`config.mk`:
```
export PLATFORM = sky130hd
export DESIGN_NAME = reg_dump_scanner_flat
export DESIGN_NICKNAME = d
export VERILOG_FILES = /design/src/rtl/reg_dump_scanner_if.sv /design/src/rtl/reg_dump_scanner.sv /design/src/flat_wrapper.sv
export SDC_FILE = /design/constraint.sdc
export NUM_CORES = 1
export LEC_CHECK = 0
export ABC_AREA = 1
export BUFFER_PORTS_ARGS = -buffer_cell sky130_fd_sc_hd__buf_2
export CAP_MARGIN = 10
export CORE_UTILIZATION = 44
export DETAILED_ROUTE_END_ITERATION = 8
export PLACE_DENSITY = 0.72
export REMOVE_ABC_BUFFERS = 1
export SLEW_MARGIN = 20
export SYNTH_ARGS = -nofsm -noshare
export SYNTH_HDL_FRONTEND = slang
export SYNTH_SLANG_ARGS = --single-unit
```
`constraint.sdc`:
```
create_clock -name clk -period 2 [get_ports clk]
set_clock_uncertainty 0.15 [all_clocks]
set_input_delay 0.4 -clock clk [delete_from_list [all_inputs] [get_ports clk]]
set_output_delay 0.4 -clock clk [all_outputs]
set_load 0.01 [all_outputs]
```
`src/rtl/reg_dump_scanner_if.sv`:
```
// Valid/ready stream carrying {index, value} pairs from the register dump
// scanner to the display/debug unit.
interface reg_dump_scanner_if #(
    parameter int DATA_W = 32
);
    logic              out_valid;
    logic              out_ready;
    logic [4:0]        out_idx;
    logic [DATA_W-1:0] out_data;

    modport master (
        output out_valid,
        output out_idx,
        output out_data,
        input  out_ready
    );

    modport slave (
        input  out_valid,
        input  out_idx,
        input  out_data,
        output out_ready
    );
endinterface

```
`src/rtl/reg_dump_scanner.sv`:
```
// Debug-side register dump scanner: walks an inclusive index range over the
// register file checker port and streams each {index, value} pair out.
module reg_dump_scanner #(
    parameter int SETTLE = 1,
    parameter int DATA_W = 32
) (
    input  logic                clk,
    input  logic                rst,
    input  logic                start,
    input  logic                abort,
    input  logic [4:0]          first_idx,
    input  logic [4:0]          last_idx,
    output logic [4:0]          chk_idx,
    input  logic [DATA_W-1:0]   chk_data,
    reg_dump_scanner_if.master  out_if,
    output logic                busy,
    output logic                done,
    output logic                err
);

    typedef enum logic [1:0] {
        S_IDLE,
        S_SETTLE,
        S_SEND
    } state_t;

    localparam logic [2:0] SETTLE_INIT = 3'(SETTLE - 1);

    state_t            state_q, state_d;
    logic [4:0]        cur_q, cur_d;
    logic [4:0]        last_q, last_d;
    logic [2:0]        cnt_q, cnt_d;
    logic [4:0]        chk_idx_q, chk_idx_d;
    logic              out_valid_q, out_valid_d;
    logic [4:0]        out_idx_q, out_idx_d;
    logic [DATA_W-1:0] out_data_q, out_data_d;
    logic              done_q, done_d;
    logic              err_q, err_d;

    // NOTE: every variable gets its hold/default value before the case so no
    // path leaves one unassigned, which would otherwise infer a latch.
    always_comb begin
        state_d     = state_q;
        cur_d       = cur_q;
        last_d      = last_q;
        cnt_d       = cnt_q;
        chk_idx_d   = chk_idx_q;
        out_valid_d = out_valid_q;
        out_idx_d   = out_idx_q;
        out_data_d  = out_data_q;
        done_d      = 1'b0;
        err_d       = 1'b0;

        case (state_q)
            S_IDLE: begin
                // abort in the same cycle suppresses the start entirely
                if (start && !abort) begin
                    if (first_idx <= last_idx) begin
                        last_d    = last_idx;
                        cur_d     = first_idx;
                        chk_idx_d = first_idx;
                        cnt_d     = SETTLE_INIT;
                        state_d   = S_SETTLE;
                    end else begin
                        err_d = 1'b1;
                    end
                end
            end

            S_SETTLE: begin
                if (abort) begin
                    state_d = S_IDLE;
                end else if (cnt_q != 3'd0) begin
                    cnt_d = cnt_q - 3'd1;
                end else begin
                    out_data_d  = chk_data;
                    out_idx_d   = cur_q;
                    out_valid_d = 1'b1;
                    state_d     = S_SEND;
                end
            end

            S_SEND: begin
                if (abort) begin
                    out_valid_d = 1'b0;
                    state_d     = S_IDLE;
                end else if (out_if.out_ready) begin
                    out_valid_d = 1'b0;
                    if (cur_q == last_q) begin
                        done_d  = 1'b1;
                        state_d = S_IDLE;
                    end else begin
                        // cur stays below last here, so the increment never wraps
                        cur_d     = cur_q + 5'd1;
                        chk_idx_d = cur_q + 5'd1;
                        cnt_d     = SETTLE_INIT;
                        state_d   = S_SETTLE;
                    end
                end
            end

            default: begin
                out_valid_d = 1'b0;
                state_d     = S_IDLE;
            end
        endcase
    end

    // NOTE: sequential state uses non-blocking assignments so every flop
    // samples the pre-edge values regardless of statement order.
    always_ff @(posedge clk or posedge rst) begin
        if (rst) begin
            state_q     <= S_IDLE;
            cur_q       <= '0;
            last_q      <= '0;
            cnt_q       <= '0;
            chk_idx_q   <= '0;
            out_valid_q <= 1'b0;
            out_idx_q   <= '0;
            out_data_q  <= '0;
            done_q      <= 1'b0;
            err_q       <= 1'b0;
        end else begin
            state_q     <= state_d;
            cur_q       <= cur_d;
            last_q      <= last_d;
            cnt_q       <= cnt_d;
            chk_idx_q   <= chk_idx_d;
            out_valid_q <= out_valid_d;
            out_idx_q   <= out_idx_d;
            out_data_q  <= out_data_d;
            done_q      <= done_d;
            err_q       <= err_d;
        end
    end

    assign chk_idx          = chk_idx_q;
    assign out_if.out_valid = out_valid_q;
    assign out_if.out_idx   = out_idx_q;
    assign out_if.out_data  = out_data_q;
    assign busy             = (state_q != S_IDLE);
    assign done             = done_q;
    assign err              = err_q;

endmodule

```
`src/flat_wrapper.sv`:
```
// flat-port wrapper written by rule: the top's interface ports become plain ports
module reg_dump_scanner_flat 
#(
    parameter int SETTLE = 1,
    parameter int DATA_W = 32
)
  (clk, rst, start, abort, first_idx, last_idx, chk_idx, chk_data, busy, done, err, out_if_out_valid, out_if_out_idx, out_if_out_data, out_if_out_ready);
  reg_dump_scanner_if #(.DATA_W(DATA_W)) out_if_i ();
  input  logic clk;
  input  logic rst;
  input  logic start;
  input  logic abort;
  input  logic [4:0] first_idx;
  input  logic [4:0] last_idx;
  output logic [4:0] chk_idx;
  input  logic [DATA_W-1:0] chk_data;
  output logic busy;
  output logic done;
  output logic err;
  output wire logic [$bits(out_if_i.out_valid)-1:0] out_if_out_valid;
  output wire logic [$bits(out_if_i.out_idx)-1:0] out_if_out_idx;
  output wire logic [$bits(out_if_i.out_data)-1:0] out_if_out_data;
  input wire logic [$bits(out_if_i.out_ready)-1:0] out_if_out_ready;
  assign out_if_out_valid = out_if_i.out_valid;
  assign out_if_out_idx = out_if_i.out_idx;
  assign out_if_out_data = out_if_i.out_data;
  assign out_if_i.out_ready = out_if_out_ready;
  reg_dump_scanner #(.SETTLE(SETTLE), .DATA_W(DATA_W)) u_core (.clk(clk), .rst(rst), .start(start), .abort(abort), .first_idx(first_idx), .last_idx(last_idx), .chk_idx(chk_idx), .chk_data(chk_data), .out_if(out_if_i), .busy(busy), .done(done), .err(err));
endmodule
```
==> reports/summary.txt <==
HP Class -> primary input to flip-flop
GR Util met3 -> 4.60%
Clock buffer count from CTS -> 5
Compound-Gate Fraction of Synth Area -> 4.20%
Grt peak-use layer -> met2
Mapped Area -> 2620 µm²
Largest family of logic cells by synthesized area -> multiplexers
Most frequent cells in the layout -> buf_2, nand2_1, dfrtp_1
Critical Path RT -> 1450 ps
Die Height -> 79.2 µm
Final Cycle Share -> 96.1%
Largest net degree at the start of global routing -> 45
Max VDD drop -> 0.582 mV
Synth Area in XOR/XNOR -> 1.34%
Clk buf depth -> 2
Leading cell type in the layout, fill and taps excluded -> buf_2
DP Area -> 3200 µm²
Avg WL per Cell -> 12.8 µm
Crit-path slowest cell -> dfrtp_1
Core ar. -> 5640 µm²
Die width -> 79.2 µm
HPWL Detailed -> 4.18 mm
Global-route track usage on met1 -> 21.9%
Starting Density -> 46.5%
Crit-path max FO -> 5
Routability congestion estimate from global placement -> 0.791
First-pass GRT wire length -> 8.74 mm
TritonCTS clock tree -> built
Vias in the first global route -> 1938
CP Launch Type -> flip-flop
IO Port Bufs -> 92
Routed Antenna Nets -> 0
Final Slew Violations -> 0
Area delta synth->final -> 26.4%
Register area share after synthesis -> 52.5%
Overall Power -> 4.87 mW
RSZ-0062 raised after global routing -> false
Worst Setup Path Type -> flip-flop to output port
Max frequency -> 520 MHz
Seq cells post-synth -> 55
Final TNS setup -> 0 ps
Core Util, Final -> 58.8%
Final Cell Area -> 3320 µm²
Max_cap viols -> 0
CTS H-tree lvls -> 2
Ports -> 93
Final wirelength -> 5.40 mm
Setup crit end kind -> output port
Crit path cell chain -> nor2_1 -> inv_1 -> buf_2
Area share of fa/ha/maj cells after synthesis -> 3.81%
Tot GR Track Use -> 18.2%
Final Hold Fails -> 0
Post-synthesis mux area share -> 17.7%
1st-iter DRT viols -> 75
Outcome -> complete, no violations
GR Layer Usage met2 -> 31.6%
Die ar. -> 6280 µm²
Synth Instances -> 248
Final Non-Filler Cells -> 421
# DRC -> 0
Share of layout cells above drive strength 1 -> 41.0%
Dpl cells -> 413
Cell Rows -> 27
Setup Buffers After CTS -> 0
Clock root buffer -> clkbuf_8
Worst path arrival time -> 1370 ps
Vias per inst -> 4.74
Nets -> 404
Vias -> 1994
Total gr overflow -> 0
YS warnings -> 0
Post-synth cell types -> 22
Average cell area after synthesis -> 10.6 µm²
Slew headroom -> 68.0%
Max stage delay on crit path -> 430 ps
Clk Latency, worst-skew pair -> 300 ps
Synth Area in Simple Gates -> 14.4%
Slew @ Worst Pin -> 480 ps
Power per cell area -> 1470 nW/µm²
Initial antenna violation count -> 0
Reg clk slew, reported paths -> 90 ps
Pre-antenna DRT Iters -> 4
Hold buffer count at CTS -> 1
Tmin final -> 1920 ps
Leakage -> 1.90 nW
Diodes inserted -> 0
Final setup vio count -> 0
Clk sink count -> 55
Fill count -> 482
Post_cts resized -> 0
sequential cells by signal (all words and copies together), names as in the netlist:
name,flops
u_core.chk_idx,5
u_core.cnt_q,3
u_core.done,1
u_core.err,1
u_core.last_q,5
u_core.out_if.out_data,32
u_core.out_if.out_idx,5
u_core.out_if.out_valid,1
u_core.state_q,2
metrics by stage:
step	setup WS, ps	hold WS, ps
5_1_grt	27.3	152
4_1_cts	92.0	166
2_1_floorplan	-54.2	292
3_3_place_gp	112	293
6_report	78.3	175
3_5_place_dp	42.0	306
synthesized netlist by cell type:
master    instances  share of area, %
nand2_1          65               9.3
dfrtp_1          55                52
inv_1            31               4.4
mux2_4           28                16
o21ai_0          17               3.2
nor2_1           11               1.6
ha_1              8               3.8
nand3_1           8               1.5
mux2_2            4               1.7
buf_6             3               1.3
a21oi_1           2              0.38
nand2_2           2              0.48
nor2_2            2              0.48
nor3_1            2              0.38
xnor2_1           2              0.67
xor2_1            2              0.67
a211oi_1          1              0.29
clkbuf_1          1              0.14
inv_2             1              0.14
nand4_1           1              0.24
nand4_2           1              0.48
o211ai_1          1              0.29
critical path, delay by kind of cell (launching register included):
kind / cells / cell delay [ps]
buffers and inverters: 2 / 270
DFF: 1 / 430
and+or+nand+nor: 1 / 370
power breakdown:
group | total, mW | switching [mW] | internal (mW)
logic | 2.20 | 1.09 | 1.11
clock network | 0.704 | 0.338 | 0.366
registers | 1.97 | 0.342 | 1.63
total | 4.87 | 1.77 | 3.11
layout make-up:
cell class | instances | area [µm²] | area share (%)
tap | 72 | 90.1 | 2.72
multi-input combinational | 157 | 1090 | 32.9
timing repair buffer | 98 | 533 | 16.1
clock inverter | 2 | 37.5 | 1.13
clock buffer | 5 | 68.8 | 2.08
sequential | 55 | 1380 | 41.5
inverter | 32 | 120 | 3.62
per-layer routing:
metal | up-vias | wire (µm)
met4 | 0 | 61
met5 | - | 0
li1 | 989 | -
met2 | 84 | 2540
met1 | 914 | 2350
met3 | 7 | 445
cell families after synthesis:
family	count (synthesis)
mux	32
simple gates	92
flops	55
fa+ha+maj	8
buf+inv	36
compound gates	21
xor+xnor	4
final timing paths:
path | startpoint | end | slack [ps] | cells past startpoint
min in group asynchronous | rst | u_core.out_if.out_data[30] | 510 | 3
worst max register to register | u_core.cnt_q[0] | u_core.out_if.out_data[29] | 250 | 7
worst min-delay path | chk_data[30] | u_core.out_if.out_data[30] | 180 | 2
worst min register to register | u_core.out_if.out_idx[2] | u_core.out_if.out_idx[2] | 340 | 2
worst max-delay path | u_core.state_q[0] | busy | 80 | 3
max in group asynchronous | rst | u_core.out_if.out_data[18] | 670 | 4
No activity file was read; power rests on OpenSTA's default activity.
